**src/rtl/branch_predict_ctrl_if.sv**
```systemverilog
// Decode/execute control-transfer bus between the pipeline (master) and branch_predict_ctrl (slave).
// Pure wiring with no flow control; the D-stage signals and the E-stage resolution share one bundle.
interface branch_predict_ctrl_if #(
   parameter int STAT_W = 16
);
   logic [31:0]       d_instr;
   logic [31:0]       d_pc;
   logic              d_valid;
   logic              stall;
   logic              br;
   logic              is_cond;
   logic              extctr;
   logic              pred_taken;
   logic              Dclr;
   logic              e_resolve;
   logic [31:0]       e_pc;
   logic              e_taken;
   logic              e_pred;
   logic              mispredict;
   logic              stat_clr;
   logic [STAT_W-1:0] br_cnt;
   logic [STAT_W-1:0] miss_cnt;

   modport master (
      output d_instr, d_pc, d_valid, stall, e_resolve, e_pc, e_taken, e_pred, stat_clr,
      input  br, is_cond, extctr, pred_taken, Dclr, mispredict, br_cnt, miss_cnt
   );

   modport slave (
      input  d_instr, d_pc, d_valid, stall, e_resolve, e_pc, e_taken, e_pred, stat_clr,
      output br, is_cond, extctr, pred_taken, Dclr, mispredict, br_cnt, miss_cnt
   );
endinterface

```
**src/rtl/branch_predict_ctrl.sv**
```systemverilog
// D-stage branch decode and counter-table prediction, trained from E-stage resolution.
// Decode/predict/mispredict are zero-cycle; table and statistics update on the next edge; no backpressure.
module branch_predict_ctrl #(
   parameter int BHT_DEPTH = 64,
   parameter int CNT_W     = 2,
   parameter int IDX_LSB   = 2,
   parameter int STAT_W    = 16
) (
   input  logic                 clk,
   input  logic                 reset,
   branch_predict_ctrl_if.slave bus
);
   localparam int              IDX_W   = $clog2(BHT_DEPTH);
   localparam logic [CNT_W-1:0] CNT_RST = CNT_W'((2 ** (CNT_W - 1)) - 1);
   localparam logic [CNT_W-1:0] CNT_MAX = '1;
   localparam logic [STAT_W-1:0] STAT_MAX = '1;

   logic [CNT_W-1:0]  tbl [BHT_DEPTH];
   logic [IDX_W-1:0]  d_idx;
   logic [IDX_W-1:0]  e_idx;
   logic [5:0]        op;
   logic [5:0]        funct;
   logic [4:0]        rt;
   logic              cond_raw;
   logic              uncond_raw;
   logic              eret_raw;
   logic              ext_raw;
   logic [STAT_W-1:0] br_cnt_q;
   logic [STAT_W-1:0] miss_cnt_q;
   logic              miss;
   logic              unused_bits;

   assign op    = bus.d_instr[31:26];
   assign rt    = bus.d_instr[20:16];
   assign funct = bus.d_instr[5:0];
   assign d_idx = bus.d_pc[IDX_LSB +: IDX_W];
   assign e_idx = bus.e_pc[IDX_LSB +: IDX_W];

   always_comb begin
      cond_raw   = 1'b0;
      uncond_raw = 1'b0;
      eret_raw   = 1'b0;
      ext_raw    = 1'b0;
      case (op)
         6'b000100, 6'b000101, 6'b000110, 6'b000111: cond_raw = 1'b1;
         6'b000001: cond_raw = (rt == 5'b00000) || (rt == 5'b00001);
         6'b000010, 6'b000011: uncond_raw = 1'b1;
         6'b000000: uncond_raw = (funct == 6'b001000) || (funct == 6'b001001);
         6'b010000: begin
            eret_raw   = bus.d_instr[25] && (funct == 6'b011000);
            uncond_raw = bus.d_instr[25] && (funct == 6'b011000);
         end
         6'b100011, 6'b100000, 6'b100100, 6'b100001, 6'b100101,
         6'b101011, 6'b101000, 6'b101001,
         6'b001000, 6'b001001, 6'b001010, 6'b001011: ext_raw = 1'b1;
         default: ;
      endcase
   end

   assign bus.br         = bus.d_valid & (cond_raw | uncond_raw);
   assign bus.is_cond    = bus.d_valid & cond_raw;
   assign bus.extctr     = ext_raw;
   // Lookup reads the stored value, so a same-cycle training write is seen only next cycle.
   assign bus.pred_taken = cond_raw ? tbl[d_idx][CNT_W-1] : uncond_raw;
   assign bus.Dclr       = eret_raw & bus.d_valid & ~bus.stall;

   assign miss           = bus.e_resolve & (bus.e_taken != bus.e_pred);
   assign bus.mispredict = miss;
   assign bus.br_cnt     = br_cnt_q;
   assign bus.miss_cnt   = miss_cnt_q;

   always_ff @(posedge clk or negedge reset) begin
      if (!reset) begin
         for (int i = 0; i < BHT_DEPTH; i++) begin
            tbl[i] <= CNT_RST;
         end
      end else if (bus.e_resolve) begin
         if (bus.e_taken) begin
            if (tbl[e_idx] != CNT_MAX) tbl[e_idx] <= tbl[e_idx] + CNT_W'(1);
         end else begin
            if (tbl[e_idx] != '0) tbl[e_idx] <= tbl[e_idx] - CNT_W'(1);
         end
      end
   end

   always_ff @(posedge clk or negedge reset) begin
      if (!reset) begin
         br_cnt_q   <= '0;
         miss_cnt_q <= '0;
      end else if (bus.stat_clr) begin
         br_cnt_q   <= '0;
         miss_cnt_q <= '0;
      end else begin
         if (bus.e_resolve && (br_cnt_q != STAT_MAX)) br_cnt_q <= br_cnt_q + STAT_W'(1);
         if (miss && (miss_cnt_q != STAT_MAX))        miss_cnt_q <= miss_cnt_q + STAT_W'(1);
      end
   end

   // Only the decode fields and index bits matter; the rest of the buses is ignored.
   assign unused_bits = ^{bus.d_instr, bus.d_pc, bus.e_pc};
endmodule

```
**src/flat_wrapper.sv**
```systemverilog
// flat-port wrapper written by rule: the top's interface ports become plain ports
module branch_predict_ctrl_flat 
#(
   parameter int BHT_DEPTH = 64,
   parameter int CNT_W     = 2,
   parameter int IDX_LSB   = 2,
   parameter int STAT_W    = 16
)
  (clk, reset, bus_d_instr, bus_d_pc, bus_d_valid, bus_stall, bus_e_resolve, bus_e_pc, bus_e_taken, bus_e_pred, bus_stat_clr, bus_br, bus_is_cond, bus_extctr, bus_pred_taken, bus_Dclr, bus_mispredict, bus_br_cnt, bus_miss_cnt);
  branch_predict_ctrl_if #(.STAT_W(STAT_W)) bus_i ();
  input  logic clk;
  input  logic reset;
  input wire logic [$bits(bus_i.d_instr)-1:0] bus_d_instr;
  input wire logic [$bits(bus_i.d_pc)-1:0] bus_d_pc;
  input wire logic [$bits(bus_i.d_valid)-1:0] bus_d_valid;
  input wire logic [$bits(bus_i.stall)-1:0] bus_stall;
  input wire logic [$bits(bus_i.e_resolve)-1:0] bus_e_resolve;
  input wire logic [$bits(bus_i.e_pc)-1:0] bus_e_pc;
  input wire logic [$bits(bus_i.e_taken)-1:0] bus_e_taken;
  input wire logic [$bits(bus_i.e_pred)-1:0] bus_e_pred;
  input wire logic [$bits(bus_i.stat_clr)-1:0] bus_stat_clr;
  output wire logic [$bits(bus_i.br)-1:0] bus_br;
  output wire logic [$bits(bus_i.is_cond)-1:0] bus_is_cond;
  output wire logic [$bits(bus_i.extctr)-1:0] bus_extctr;
  output wire logic [$bits(bus_i.pred_taken)-1:0] bus_pred_taken;
  output wire logic [$bits(bus_i.Dclr)-1:0] bus_Dclr;
  output wire logic [$bits(bus_i.mispredict)-1:0] bus_mispredict;
  output wire logic [$bits(bus_i.br_cnt)-1:0] bus_br_cnt;
  output wire logic [$bits(bus_i.miss_cnt)-1:0] bus_miss_cnt;
  assign bus_i.d_instr = bus_d_instr;
  assign bus_i.d_pc = bus_d_pc;
  assign bus_i.d_valid = bus_d_valid;
  assign bus_i.stall = bus_stall;
  assign bus_i.e_resolve = bus_e_resolve;
  assign bus_i.e_pc = bus_e_pc;
  assign bus_i.e_taken = bus_e_taken;
  assign bus_i.e_pred = bus_e_pred;
  assign bus_i.stat_clr = bus_stat_clr;
  assign bus_br = bus_i.br;
  assign bus_is_cond = bus_i.is_cond;
  assign bus_extctr = bus_i.extctr;
  assign bus_pred_taken = bus_i.pred_taken;
  assign bus_Dclr = bus_i.Dclr;
  assign bus_mispredict = bus_i.mispredict;
  assign bus_br_cnt = bus_i.br_cnt;
  assign bus_miss_cnt = bus_i.miss_cnt;
  branch_predict_ctrl #(.BHT_DEPTH(BHT_DEPTH), .CNT_W(CNT_W), .IDX_LSB(IDX_LSB), .STAT_W(STAT_W)) u_core (.clk(clk), .reset(reset), .bus(bus_i));
endmodule
```
**config.mk**
```make
export PLATFORM = sky130hd
export DESIGN_NAME = branch_predict_ctrl_flat
export DESIGN_NICKNAME = d
export VERILOG_FILES = /design/src/rtl/branch_predict_ctrl_if.sv /design/src/rtl/branch_predict_ctrl.sv /design/src/flat_wrapper.sv
export SDC_FILE = /design/constraint.sdc
export NUM_CORES = 1
export LEC_CHECK = 0
export ABC_AREA = 1
export BUFFER_PORTS_ARGS = -buffer_cell sky130_fd_sc_hd__buf_4
export CORE_MARGIN = 2
export CORE_UTILIZATION = 31
export CTS_CLUSTER_DIAMETER = 200
export DETAILED_ROUTE_END_ITERATION = 10
export GPL_TIMING_DRIVEN = 0
export PLACE_DENSITY_LB_ADDON = 0.15
export SYNTH_ARGS = -nofsm -noshare
export SYNTH_HDL_FRONTEND = slang
export SYNTH_SLANG_ARGS = --single-unit
```
**constraint.sdc**
```tcl
create_clock -name clk -period 3.12 [get_ports clk]
set_input_delay 0.156 -clock clk [delete_from_list [all_inputs] [get_ports clk]]
set_output_delay 0.156 -clock clk [all_outputs]
set_load 0.005 [all_outputs]
```
==> flow_metrics.tcl <==
set metrics [dict create \
    ys_top_cells_by_count "nand2_1 (529), nand3_1 (136), inv_1 (125)" \
    cap_violations 0 \
    drc 0 \
    synth_top_cells_by_area "dfrtp_1 (26%), nand2_1 (21%), dfstp_2 (18%)" \
    synth_cell_type_count 30 \
    fp.dieH_um 177 \
    clkSlewWorstSetupHoldPaths_ns 0.08 \
    route.vias.total 9141 \
    dp_hpwl_um 22500 \
    synth.cell_area_um2 9320 \
    die_x_um 177 \
    die-area_um2 31500 \
    drive_above_1_share_pct 16.4 \
    antenna_cells 0 \
    async_reset_ff_share_pct 100 \
    status "finished, final reports clean" \
    yosys_most_used_dff "dfrtp_1" \
    clockBufferDepth 2 \
    area_delta_synth_final_pct 18.8 \
    synth.largest_area_cell "dfrtp_1" \
    grt_usage_pct 21.5 \
    fill_cells 3245 \
    grt_max_degree 93 \
    synth_cells 1348 \
    synth_fp_nets 1456 \
    clkSinkCount 160 \
    cp-start-kind "register" \
    r2r_slack_ns 0.14 \
    ioPinCount 142 \
    worstPathArrival_ns 3.29 \
    cp.required_ns 3.44 \
    start_util_pct 31.4 \
    hp-class "input port to register" \
    synth_area_per_cell_um2 6.91 \
    vdd_ir_drop_max_v 0.000417 \
    nNetsFinal 1549 \
    worstMarginPinSlew_ns 0.855 \
    fin_crit_sh_pct 95.4 \
    yosysSeqAreaShare_pct 43.8 \
    portBuffers 69 \
    fin_crit_ns 2.98 \
    skew_ns 0.0170 \
    htree_levels 4 \
    rsz0062_at_grt "no" \
    clock.fmax_mhz 336 \
    routed_wl_um 33000 \
    core_region_area_um2 29600 \
    p_leak_nw 4.95 \
    grt_pass1_vias 8577 \
    powerDensity_nw_per_um2 531 \
    finalWeightedCongestion 0.917 \
    grt_first_pass_wirelength_um 50600 \
    relSlewSlack_pct 43.0 \
    fp-row-count 63 \
    setup_violations 0 \
    slew_viol_final 0 \
    finalPower_w 0.00588 \
    hold_viol_final 0 \
    synth-seq-cells 160 \
    cts_buffers 17 \
    drtIter0Drc 791 \
    wl_per_cell_um 17.9 \
    crit_fanout 10 \
    synth_most_common_cell "nand2_1" \
    root_buffer "clkbuf_16" \
    overflow 0 \
    critPathKind "register to register" \
    whs_ns 0.180 \
    insertion_delay_ns 0.45 \
    synth_edf_count 0 \
    end_kind "register" \
    vias_per_cell 4.96 \
    antenna_found_initial 0 \
    dp_cells 1808 \
    first_pass_iters 5 \
    synth_top_area_share_pct 25.8 \
    final_cells 1844 \
    cts_tree "done" \
    ant_nets 0 \
    ys_warn_count 0 \
]
[worst max-delay path, cell delays in order, from the launching register on]
cell      delay, ns
dfstp_2        0.53
nand2_1        0.05
a21oi_1        0.14
o21ai_1        0.10
nand2_1        0.14
nand2_1        0.07
nand2_1        0.19
nor2_2         0.07
buf_4          0.20
nand2_1        0.11
inv_1          0.05
ha_1           0.35
xor2_4         0.36
clkbuf_2       0.33
o21ai_0        0.15
[cells by family (layout without fill, tap and decap cells)]
| logic type | after synthesis | count (layout) | share of synthesized area [%] |
|---|---|---|---|
| AO/OA/AOI/OAI | 167 | 167 | 9.19 |
| XOR/XNOR | 6 | 6 | 0.564 |
| flip-flops | 160 | 160 | 43.8 |
| AND/OR/NAND/NOR | 825 | 825 | 37.0 |
| buffers and inverters | 186 | 292 | 8.84 |
| adder cells (fa/ha/maj) | 4 | 4 | 0.537 |
[layout by cell type (no fill, tap or decap), types with 2 or more instances in the layout]
master / netlist / final
clkbuf_1: 20 / 16
nor4_1: 4 / 4
buf_2: 9 / 10
inv_4: 2 / 2
nand4_1: 14 / 14
or2_2: 3 / 3
dfstp_2: 64 / 64
nand2_2: 0 / 8
nand3_2: 2 / 2
nor2_1: 107 / 102
clkinv_2: 0 / 2
a22oi_1: 3 / 3
o21ai_0: 98 / 98
a21oi_1: 52 / 51
o21ai_1: 9 / 9
inv_1: 125 / 125
nand3_1: 136 / 136
dfrtp_1: 96 / 96
nor3_1: 21 / 21
inv_8: 0 / 2
xor2_1: 6 / 5
inv_6: 0 / 3
nor2_2: 2 / 7
nand2_1: 529 / 521
clkbuf_4: 0 / 3
buf_4: 11 / 80
ha_1: 4 / 4
buf_6: 9 / 9
clkbuf_16: 0 / 17
bufinv_16: 0 / 2
buf_1: 3 / 3
inv_2: 7 / 7
clkinv_4: 0 / 3
o31ai_1: 3 / 3
clkbuf_2: 0 / 2
dlygate4sd3_1: 0 / 2
nand3_4: 6 / 6
[what timing repair did]
item,4_1_cts,5_1_grt
pin swaps,1,1
setup buffers,1,1
resized for setup,10,22
hold buffers,2,0
hold endpoints to repair,37,0
setup endpoints to repair,128,60
[final cells by class]
type | count | area [um2] | area share [%]
timing repair buffer | 74 | 601 | 5.43
multi-input combinational | 1002 | 4470 | 40.4
tap | 390 | 488 | 4.41
clock inverter | 13 | 153 | 1.38
clock buffer | 19 | 433 | 3.91
inverter | 134 | 508 | 4.59
buffer | 52 | 330 | 2.98
sequential | 160 | 4080 | 36.9
[metal layers]
metal / global-route usage, % / up-vias / routed length [um] / part of all wire, %
li1: - / 4483 / - / -
met1: 30.9 / 4323 / 15800 / 48
met2: 33.3 / 313 / 14700 / 45
met3: 3.75 / 22 / 2030 / 6.1
met4: 5.70 / 0 / 451 / 1.4
met5: 0 / - / 0 / 0
[final timing paths]
| check | start | end | cells past startpoint |
|---|---|---|---|
| min in group asynchronous | reset | u_core.tbl[95]$_DFFE_PN0P_ | 2 |
| hold / removal | bus_e_taken | u_core.tbl[9]$_DFFE_PN0P_ | 3 |
| max in group asynchronous | reset | async pin | 3 |
| setup reg to reg | register | u_core.tbl[119]$_DFFE_PN0P_ | 14 |
| setup / recovery | register | u_core.tbl[119]$_DFFE_PN0P_ | 14 |
| hold reg to reg | register | register | 2 |
[per-stage QoR]
step	instance area (um2)	setup slack, ns	setup TNS, ns	utilization, %
floorplan	9320	0.495	0	-
CTS	11000	0.00389	0	37.2
global route	11100	0.00502	0	37.3
finish	11100	0.144	0	37.3
detailed placement	10400	-1.14	-134.57	34.9
global placement	10300	-1.14	-134.47	34.8
[power by group]
part	total [W]	internal, W	switching (W)
clock	0.00217	0.00120	0.000968
combinational	0.00108	0.000366	0.000719
sequential	0.00262	0.00242	0.000206
Note: power is estimated with default switching activity, not from simulation.
